--- src/rtl/wb_gpio_pkg.sv ---
// Shared constants, bus FSM state type and helpers for the Wishbone GPIO block.
package wb_gpio_pkg;

    localparam logic [2:0] GPIO_DATA_OUT   = 3'd0;
    localparam logic [2:0] GPIO_DATA_IN    = 3'd1;
    localparam logic [2:0] GPIO_DIR        = 3'd2;
    localparam logic [2:0] GPIO_SET        = 3'd3;
    localparam logic [2:0] GPIO_CLR        = 3'd4;
    localparam logic [2:0] GPIO_RISE_EN    = 3'd5;
    localparam logic [2:0] GPIO_FALL_EN    = 3'd6;
    localparam logic [2:0] GPIO_IRQ_STATUS = 3'd7;

    localparam int unsigned SYNC_STAGES_MIN = 2;
    localparam int unsigned SYNC_STAGES_MAX = 4;
    localparam int unsigned NUM_PADS_MIN    = 1;
    localparam int unsigned NUM_PADS_MAX    = 32;

    typedef enum logic {
        BUS_IDLE = 1'b0,
        BUS_ACK  = 1'b1
    } bus_state_e;

    function automatic logic [31:0] lane_mask(input logic [3:0] sel);
        logic [31:0] m;
        m = '0;
        for (int unsigned i = 0; i < 4; i++) begin
            m[8*i +: 8] = {8{sel[i]}};
        end
        return m;
    endfunction

endpackage

--- src/rtl/wb_if.sv ---
// Classic Wishbone 32/32 signal bundle with master and slave views.
interface wb_if;

    logic [31:0] adr;
    logic [31:0] dat_w;
    logic [31:0] dat_r;
    logic [3:0]  sel;
    logic        we;
    logic        cyc;
    logic        stb;
    logic        ack;
    logic        err;

    modport master (
        output adr, dat_w, sel, we, cyc, stb,
        input  dat_r, ack, err
    );

    modport slave (
        input  adr, dat_w, sel, we, cyc, stb,
        output dat_r, ack, err
    );

endinterface

--- src/rtl/gpio_edge_detect.sv ---
// Pad input synchroniser, previous-value tracking and enable-gated edge detection
// with a post-reset guard that hides edges caused by the synchroniser filling up.
module gpio_edge_detect #(
    parameter int unsigned WIDTH       = 32,
    parameter int unsigned SYNC_STAGES = 2
) (
    input  logic             clk,
    input  logic             rstn,
    input  logic [WIDTH-1:0] pad_i,
    input  logic [WIDTH-1:0] rise_en,
    input  logic [WIDTH-1:0] fall_en,
    output logic [WIDTH-1:0] data_in,
    output logic [WIDTH-1:0] rise,
    output logic [WIDTH-1:0] fall
);

    localparam int unsigned GUARD = SYNC_STAGES + 1;
    localparam int unsigned GW    = $clog2(GUARD + 1);

    logic [SYNC_STAGES-1:0][WIDTH-1:0] sync_q;
    logic [WIDTH-1:0]                  prev_q;
    logic [GW-1:0]                     guard_q;
    logic                              armed;

    always_ff @(posedge clk or negedge rstn) begin
        if (!rstn) begin
            sync_q  <= '0;
            prev_q  <= '0;
            guard_q <= GW'(GUARD);
        end else begin
            sync_q <= {sync_q[SYNC_STAGES-2:0], pad_i};
            prev_q <= sync_q[SYNC_STAGES-1];
            if (guard_q != '0) begin
                guard_q <= guard_q - GW'(1);
            end
        end
    end

    // prev keeps tracking during the guard so the first armed cycle compares settled values
    assign armed   = (guard_q == '0);
    assign data_in = sync_q[SYNC_STAGES-1];
    assign rise    = data_in & ~prev_q & rise_en & {WIDTH{armed}};
    assign fall    = ~data_in & prev_q & fall_en & {WIDTH{armed}};

endmodule

--- src/rtl/wb_gpio.sv ---
// Wishbone GPIO peripheral: data/direction registers, atomic set/clear,
// synchronised input readback and per-pad edge interrupts.
module wb_gpio
    import wb_gpio_pkg::*;
#(
    parameter int unsigned         NUM_PADS    = 32,
    parameter int unsigned         SYNC_STAGES = 2,
    parameter logic [NUM_PADS-1:0] RESET_OUT   = '0
) (
    input  logic                clk,
    input  logic                rstn,
    wb_if.slave                 s,
    input  logic [NUM_PADS-1:0] pad_i,
    output logic [NUM_PADS-1:0] pad_o,
    output logic [NUM_PADS-1:0] pad_oe,
    output logic                irq
);

    if (SYNC_STAGES < SYNC_STAGES_MIN || SYNC_STAGES > SYNC_STAGES_MAX) begin : g_bad_sync_stages
        $error("wb_gpio: SYNC_STAGES out of range");
    end
    if (NUM_PADS < NUM_PADS_MIN || NUM_PADS > NUM_PADS_MAX) begin : g_bad_num_pads
        $error("wb_gpio: NUM_PADS out of range");
    end

    bus_state_e state_q, state_d;
    logic       accept;

    logic [31:0]         lanes;
    logic [31:0]         wd_full;
    logic [NUM_PADS-1:0] wmask;
    logic [NUM_PADS-1:0] wdata;
    logic [2:0]          off;
    logic                unused_bits;

    logic [NUM_PADS-1:0] data_out_q, dir_q, rise_en_q, fall_en_q, status_q;
    logic [NUM_PADS-1:0] data_in, rise, fall, w1c;
    logic [NUM_PADS-1:0] rd_pads;
    logic [31:0]         rd_data, dat_r_q;

    gpio_edge_detect #(
        .WIDTH       (NUM_PADS),
        .SYNC_STAGES (SYNC_STAGES)
    ) u_edge (
        .clk     (clk),
        .rstn    (rstn),
        .pad_i   (pad_i),
        .rise_en (rise_en_q),
        .fall_en (fall_en_q),
        .data_in (data_in),
        .rise    (rise),
        .fall    (fall)
    );

    always_ff @(posedge clk or negedge rstn) begin
        if (!rstn) begin
            state_q <= BUS_IDLE;
        end else begin
            state_q <= state_d;
        end
    end

    // ACK lasts one cycle; a request still held during ACK is not taken again
    always_comb begin
        state_d = BUS_IDLE;
        accept  = 1'b0;
        if (state_q == BUS_IDLE && s.cyc && s.stb) begin
            accept  = 1'b1;
            state_d = BUS_ACK;
        end
    end

    assign off         = s.adr[4:2];
    assign lanes       = lane_mask(s.sel);
    assign wd_full     = s.dat_w & lanes;
    assign wmask       = lanes[NUM_PADS-1:0];
    assign wdata       = wd_full[NUM_PADS-1:0];
    assign unused_bits = ^{s.adr[31:5], s.adr[1:0], wd_full, lanes};

    always_ff @(posedge clk or negedge rstn) begin
        if (!rstn) begin
            data_out_q <= RESET_OUT;
            dir_q      <= '0;
            rise_en_q  <= '0;
            fall_en_q  <= '0;
        end else if (accept && s.we) begin
            case (off)
                GPIO_DATA_OUT: data_out_q <= (data_out_q & ~wmask) | wdata;
                GPIO_DIR:      dir_q      <= (dir_q & ~wmask) | wdata;
                GPIO_SET:      data_out_q <= data_out_q | wdata;
                GPIO_CLR:      data_out_q <= data_out_q & ~wdata;
                GPIO_RISE_EN:  rise_en_q  <= (rise_en_q & ~wmask) | wdata;
                GPIO_FALL_EN:  fall_en_q  <= (fall_en_q & ~wmask) | wdata;
                default: ;
            endcase
        end
    end

    // new edges are OR-ed in after the clear so a colliding edge survives
    assign w1c = (accept && s.we && off == GPIO_IRQ_STATUS) ? wdata : '0;

    always_ff @(posedge clk or negedge rstn) begin
        if (!rstn) begin
            status_q <= '0;
        end else begin
            status_q <= (status_q & ~w1c) | rise | fall;
        end
    end

    always_comb begin
        rd_pads = '0;
        case (off)
            GPIO_DATA_OUT:   rd_pads = data_out_q;
            GPIO_DATA_IN:    rd_pads = data_in;
            GPIO_DIR:        rd_pads = dir_q;
            GPIO_RISE_EN:    rd_pads = rise_en_q;
            GPIO_FALL_EN:    rd_pads = fall_en_q;
            GPIO_IRQ_STATUS: rd_pads = status_q;
            default:         rd_pads = '0;
        endcase
        rd_data = '0;
        rd_data[NUM_PADS-1:0] = rd_pads;
    end

    always_ff @(posedge clk or negedge rstn) begin
        if (!rstn) begin
            dat_r_q <= '0;
        end else if (accept) begin
            dat_r_q <= rd_data;
        end
    end

    assign s.ack   = (state_q == BUS_ACK);
    assign s.dat_r = dat_r_q;
    assign s.err   = 1'b0;
    assign pad_o   = data_out_q;
    assign pad_oe  = dir_q;
    assign irq     = |status_q;

endmodule
--- src/flat_wrapper.sv ---
// flat-port wrapper written by rule: the top's interface ports become plain ports
module wb_gpio_flat import wb_gpio_pkg::*;
#(
    parameter int unsigned         NUM_PADS    = 32,
    parameter int unsigned         SYNC_STAGES = 2,
    parameter logic [NUM_PADS-1:0] RESET_OUT   = '0
)
  (clk, rstn, pad_i, pad_o, pad_oe, irq, s_adr, s_dat_w, s_sel, s_we, s_cyc, s_stb, s_dat_r, s_ack, s_err);
  wb_if s_i ();
  input  logic clk;
  input  logic rstn;
  input  logic [NUM_PADS-1:0] pad_i;
  output logic [NUM_PADS-1:0] pad_o;
  output logic [NUM_PADS-1:0] pad_oe;
  output logic irq;
  input wire logic [$bits(s_i.adr)-1:0] s_adr;
  input wire logic [$bits(s_i.dat_w)-1:0] s_dat_w;
  input wire logic [$bits(s_i.sel)-1:0] s_sel;
  input wire logic [$bits(s_i.we)-1:0] s_we;
  input wire logic [$bits(s_i.cyc)-1:0] s_cyc;
  input wire logic [$bits(s_i.stb)-1:0] s_stb;
  output wire logic [$bits(s_i.dat_r)-1:0] s_dat_r;
  output wire logic [$bits(s_i.ack)-1:0] s_ack;
  output wire logic [$bits(s_i.err)-1:0] s_err;
  assign s_i.adr = s_adr;
  assign s_i.dat_w = s_dat_w;
  assign s_i.sel = s_sel;
  assign s_i.we = s_we;
  assign s_i.cyc = s_cyc;
  assign s_i.stb = s_stb;
  assign s_dat_r = s_i.dat_r;
  assign s_ack = s_i.ack;
  assign s_err = s_i.err;
  wb_gpio #(.NUM_PADS(NUM_PADS), .SYNC_STAGES(SYNC_STAGES), .RESET_OUT(RESET_OUT)) u_core (.clk(clk), .rstn(rstn), .s(s_i), .pad_i(pad_i), .pad_o(pad_o), .pad_oe(pad_oe), .irq(irq));
endmodule
--- config.mk ---
export PLATFORM = sky130hd
export DESIGN_NAME = wb_gpio_flat
export DESIGN_NICKNAME = d
export VERILOG_FILES = /design/src/rtl/wb_gpio_pkg.sv /design/src/rtl/wb_if.sv /design/src/rtl/gpio_edge_detect.sv /design/src/rtl/wb_gpio.sv /design/src/flat_wrapper.sv
export SDC_FILE = /design/constraint.sdc
export NUM_CORES = 1
export LEC_CHECK = 0
export ABC_AREA = 1
export BUFFER_PORTS_ARGS = -buffer_cell sky130_fd_sc_hd__buf_2
export CAP_MARGIN = 15
export CORE_MARGIN = 1
export CORE_UTILIZATION = 43
export DETAILED_ROUTE_END_ITERATION = 10
export SETUP_SLACK_MARGIN = 0.3
export SKIP_CTS_REPAIR_TIMING = 1
export SLEW_MARGIN = 20
export SYNTH_ARGS = -nofsm -noshare
export SYNTH_HDL_FRONTEND = slang
export SYNTH_SLANG_ARGS = --single-unit
--- constraint.sdc ---
create_clock -name clk -period 2.16 [get_ports clk]
set_input_delay 0.108 -clock clk [delete_from_list [all_inputs] [get_ports clk]]
set_output_delay 0.108 -clock clk [all_outputs]
set_load 0.1 [all_outputs]
==> results.py <==
metrics = {
    "status": {
        "outcome": "finished, final reports clean",
    },
    "job": {
        "cap_violations": 0,
    },
    "detailed_routing": {
        "wirelength_mm": 40.1,
        "drcViolationCount": 0,
        "antenna_left": 0,
        "via_per_inst": 5.30,
        "drt_iter0_markers": 921,
        "vias": 11600,
        "dr.pass1.iters": 7,
        "post_drt_wl_per_cell_um": 18.4,
    },
    "worst_hold_path": {
        "hp-class": "primary input to flop",
    },
    "power": {
        "p_int_uw": 10200,
        "power_frac_clock": 0.359,
        "swShare": 0.361,
        "ir_drop_mv": 0.736,
        "power_leakage_uw": 0.00825,
        "power_density_mw_per_mm2": 996,
        "power.switching_uw": 5740,
        "p_comb_frac": 0.236,
        "seqPwrFrac": 0.405,
    },
    "synth": {
        "synth_cell_types": 27,
        "ys_ff_latch": 291,
        "syn-instance-count": 1543,
        "synthTopCellsByArea": "dfrtp_1, nand2_1, nand4_1",
        "syn_area_mm2": 0.0128,
        "yosys.area.top_type": "dfrtp_1",
        "avgSynthCellArea_um2": 8.31,
        "async_flop_share": 1.00,
        "ys.warnings.count": 0,
        "ys.flop_type": "dfrtp_1",
        "synth_edf_count": 0,
        "synth_nets": 1649,
        "ys_seq_area_frac": 0.568,
        "yosysTopAreaCellShare": 0.564,
    },
    "global_routing": {
        "antenna_found_initial": 2,
        "track_usage": 0.262,
        "grt_max_degree": 82,
        "gr-total-overflow": 0,
        "grt_pass1_wl_mm": 61.7,
        "grt_pass1_vias": 10700,
    },
    "floorplan": {
        "start_util": 0.442,
        "dieArea_mm2": 0.0305,
        "num_rows": 62,
        "die_height_um": 175,
        "chipWidth_um": 175,
        "ios": 204,
        "coreArea_mm2": 0.0290,
    },
    "worst_setup_path": {
        "cp_num_buf_inv": 1,
        "path_class": "flop to primary output",
        "worst_path_max_delay_cell": "nor4_2",
        "worst_ep_arrival_time_ns": 1.95,
        "critical-path-max-stage-delay_ns": 0.45,
        "required_ns": 2.05,
        "worst_setup_path_start_kind": "flop",
        "cp_cell_sequence": "nor4_2, nand4_1, buf_12",
        "crit_fanout": 3,
        "cp-end-kind": "primary output",
        "critPathTopFamily": "simple AND/OR/NAND/NOR gates",
    },
    "placement": {
        "place_inst": 2054,
        "detailed_place_hpwl_mm": 26.1,
        "placed_cell_area_mm2": 0.0142,
        "post-place-ws_ns": 0.364,
        "portBuffers": 173,
        "gp_congestion": 0.851,
    },
    "timing": {
        "rsz0062_at_grt": "true",
        "timing.hold.ws_ns": 0.139,
        "hold_viol": 0,
        "max_clock_freq_ghz": 0.486,
        "slew_viol_final": 0,
        "max_slew.worst_pin.slew_ns": 0.682,
        "setup_violations": 0,
        "clock_skew_ns": 0.0139,
        "fin_crit_ns": 2.06,
        "post-route-period-util": 0.953,
        "setup_tns_ns": 0,
        "slew_headroom": 0.545,
        "setup_slack_ns": 0.101,
    },
    "layout": {
        "nets": 1877,
        "drive_gt1_frac": 0.164,
        "design_area_mm2": 0.0160,
        "area_growth_pct": 24.5,
        "layout_commonest_cell": "nand2_1",
        "final_cell_mix": "nand2_1, dfrtp_1, buf_2",
        "fin_cells": 2182,
    },
    "clock_tree": {
        "clock_latency_ns": 0.51,
        "numCtsBuffers": 34,
        "cts.htree.levels": 2,
        "clock-sinks": 291,
        "cts_tree": "done",
        "clkTransAtPathRegs_ns": 0.06,
        "cts_max_path_buffers": 3,
        "cts_root_buf": "clkbuf_16",
    },
}
## metal layers
metal,wire length (um),global-route usage,up-vias,share of wire
met2,17800,0.391,470,0.44
met3,3260,0.0577,70,0.081
met4,926,0.0793,0,0.023
met1,18100,0.381,5533,0.45
li1,-,-,5496,-
met5,0,0,-,0
## final cells by class
cell class | count | area, um^2
clock inverters | 6 | 55.1
flip-flops and latches | 291 | 7290
clock buffers | 55 | 1060
repair buffers | 278 | 1900
inverters | 137 | 514
multi-input cells | 1029 | 4670
diodes | 2 | 5.00
well taps | 384 | 480
fillers | 2663 | 13000
## final timing paths
check                                                        from                                  to  slack [ns]  cells past startpoint
worst max-delay path                u_core.status_q[13]$_DFF_PN0_                                 irq        0.10                      3
min in group asynchronous                                    rstn       u_core.s.dat_r[8]$_DFFE_PN0N_        0.19                      2
worst min register to register  u_core.u_edge.sync_q[1]$_DFF_PN0_  u_core.u_edge.data_in[1]$_DFF_PN0_        0.35                      0
max in group asynchronous                                    rstn   u_core.u_edge.sync_q[8]$_DFF_PN0_        1.18                      3
worst max register to register             u_core.s.ack$_DFF_PN0_        u_core.pad_o[30]$_DFFE_PN0P_        0.45                      8
worst min-delay path                                        s_cyc              u_core.s.ack$_DFF_PN0_        0.14                      4
## tightest hold or removal path: stages
cell and delay (ns):
buf_2 0.10, nand3_2 0.09, inv_1 0.07, buf_4 0.21
## stage by stage
stage | total power, uW | utilization
after floorplan | 9240 | -
after global placement | 10200 | 0.488
after detailed placement | 10200 | 0.488
after CTS | 15900 | 0.526
after global routing | 16500 | 0.551
final | 15900 | 0.551
## power by group through the flow
stage                     registers [uW]  clock network [uW]  logic, uW
after detailed placement            6530                   0       3670
final                               6440                5710       3760
after global routing                6510                6040       3980
after global placement              6520                   0       3630
after floorplan                     8420                   0        816
after CTS                           6440                5770       3670
## cells in the mapped netlist, types with 25 or more instances
library cell and instances:
o21ai_1 147, a21oi_1 31, buf_2 26, nand3_1 62
nor2_1 67, o21ai_0 35, buf_1 25, inv_1 133
clkbuf_1 28, nand2_1 535, dfrtp_1 289, nand4_1 126
## cells by family after synthesis
| group | share of synthesized area |
|---|---|
| simple gates | 0.277 |
| other cells | 0.000292 |
| buf+inv | 0.0701 |
| xor+xnor | 0.000683 |
| fa+ha+maj | 0.000975 |
| flops | 0.568 |
| compound gates | 0.0831 |
(Power assumes the default switching activity.)
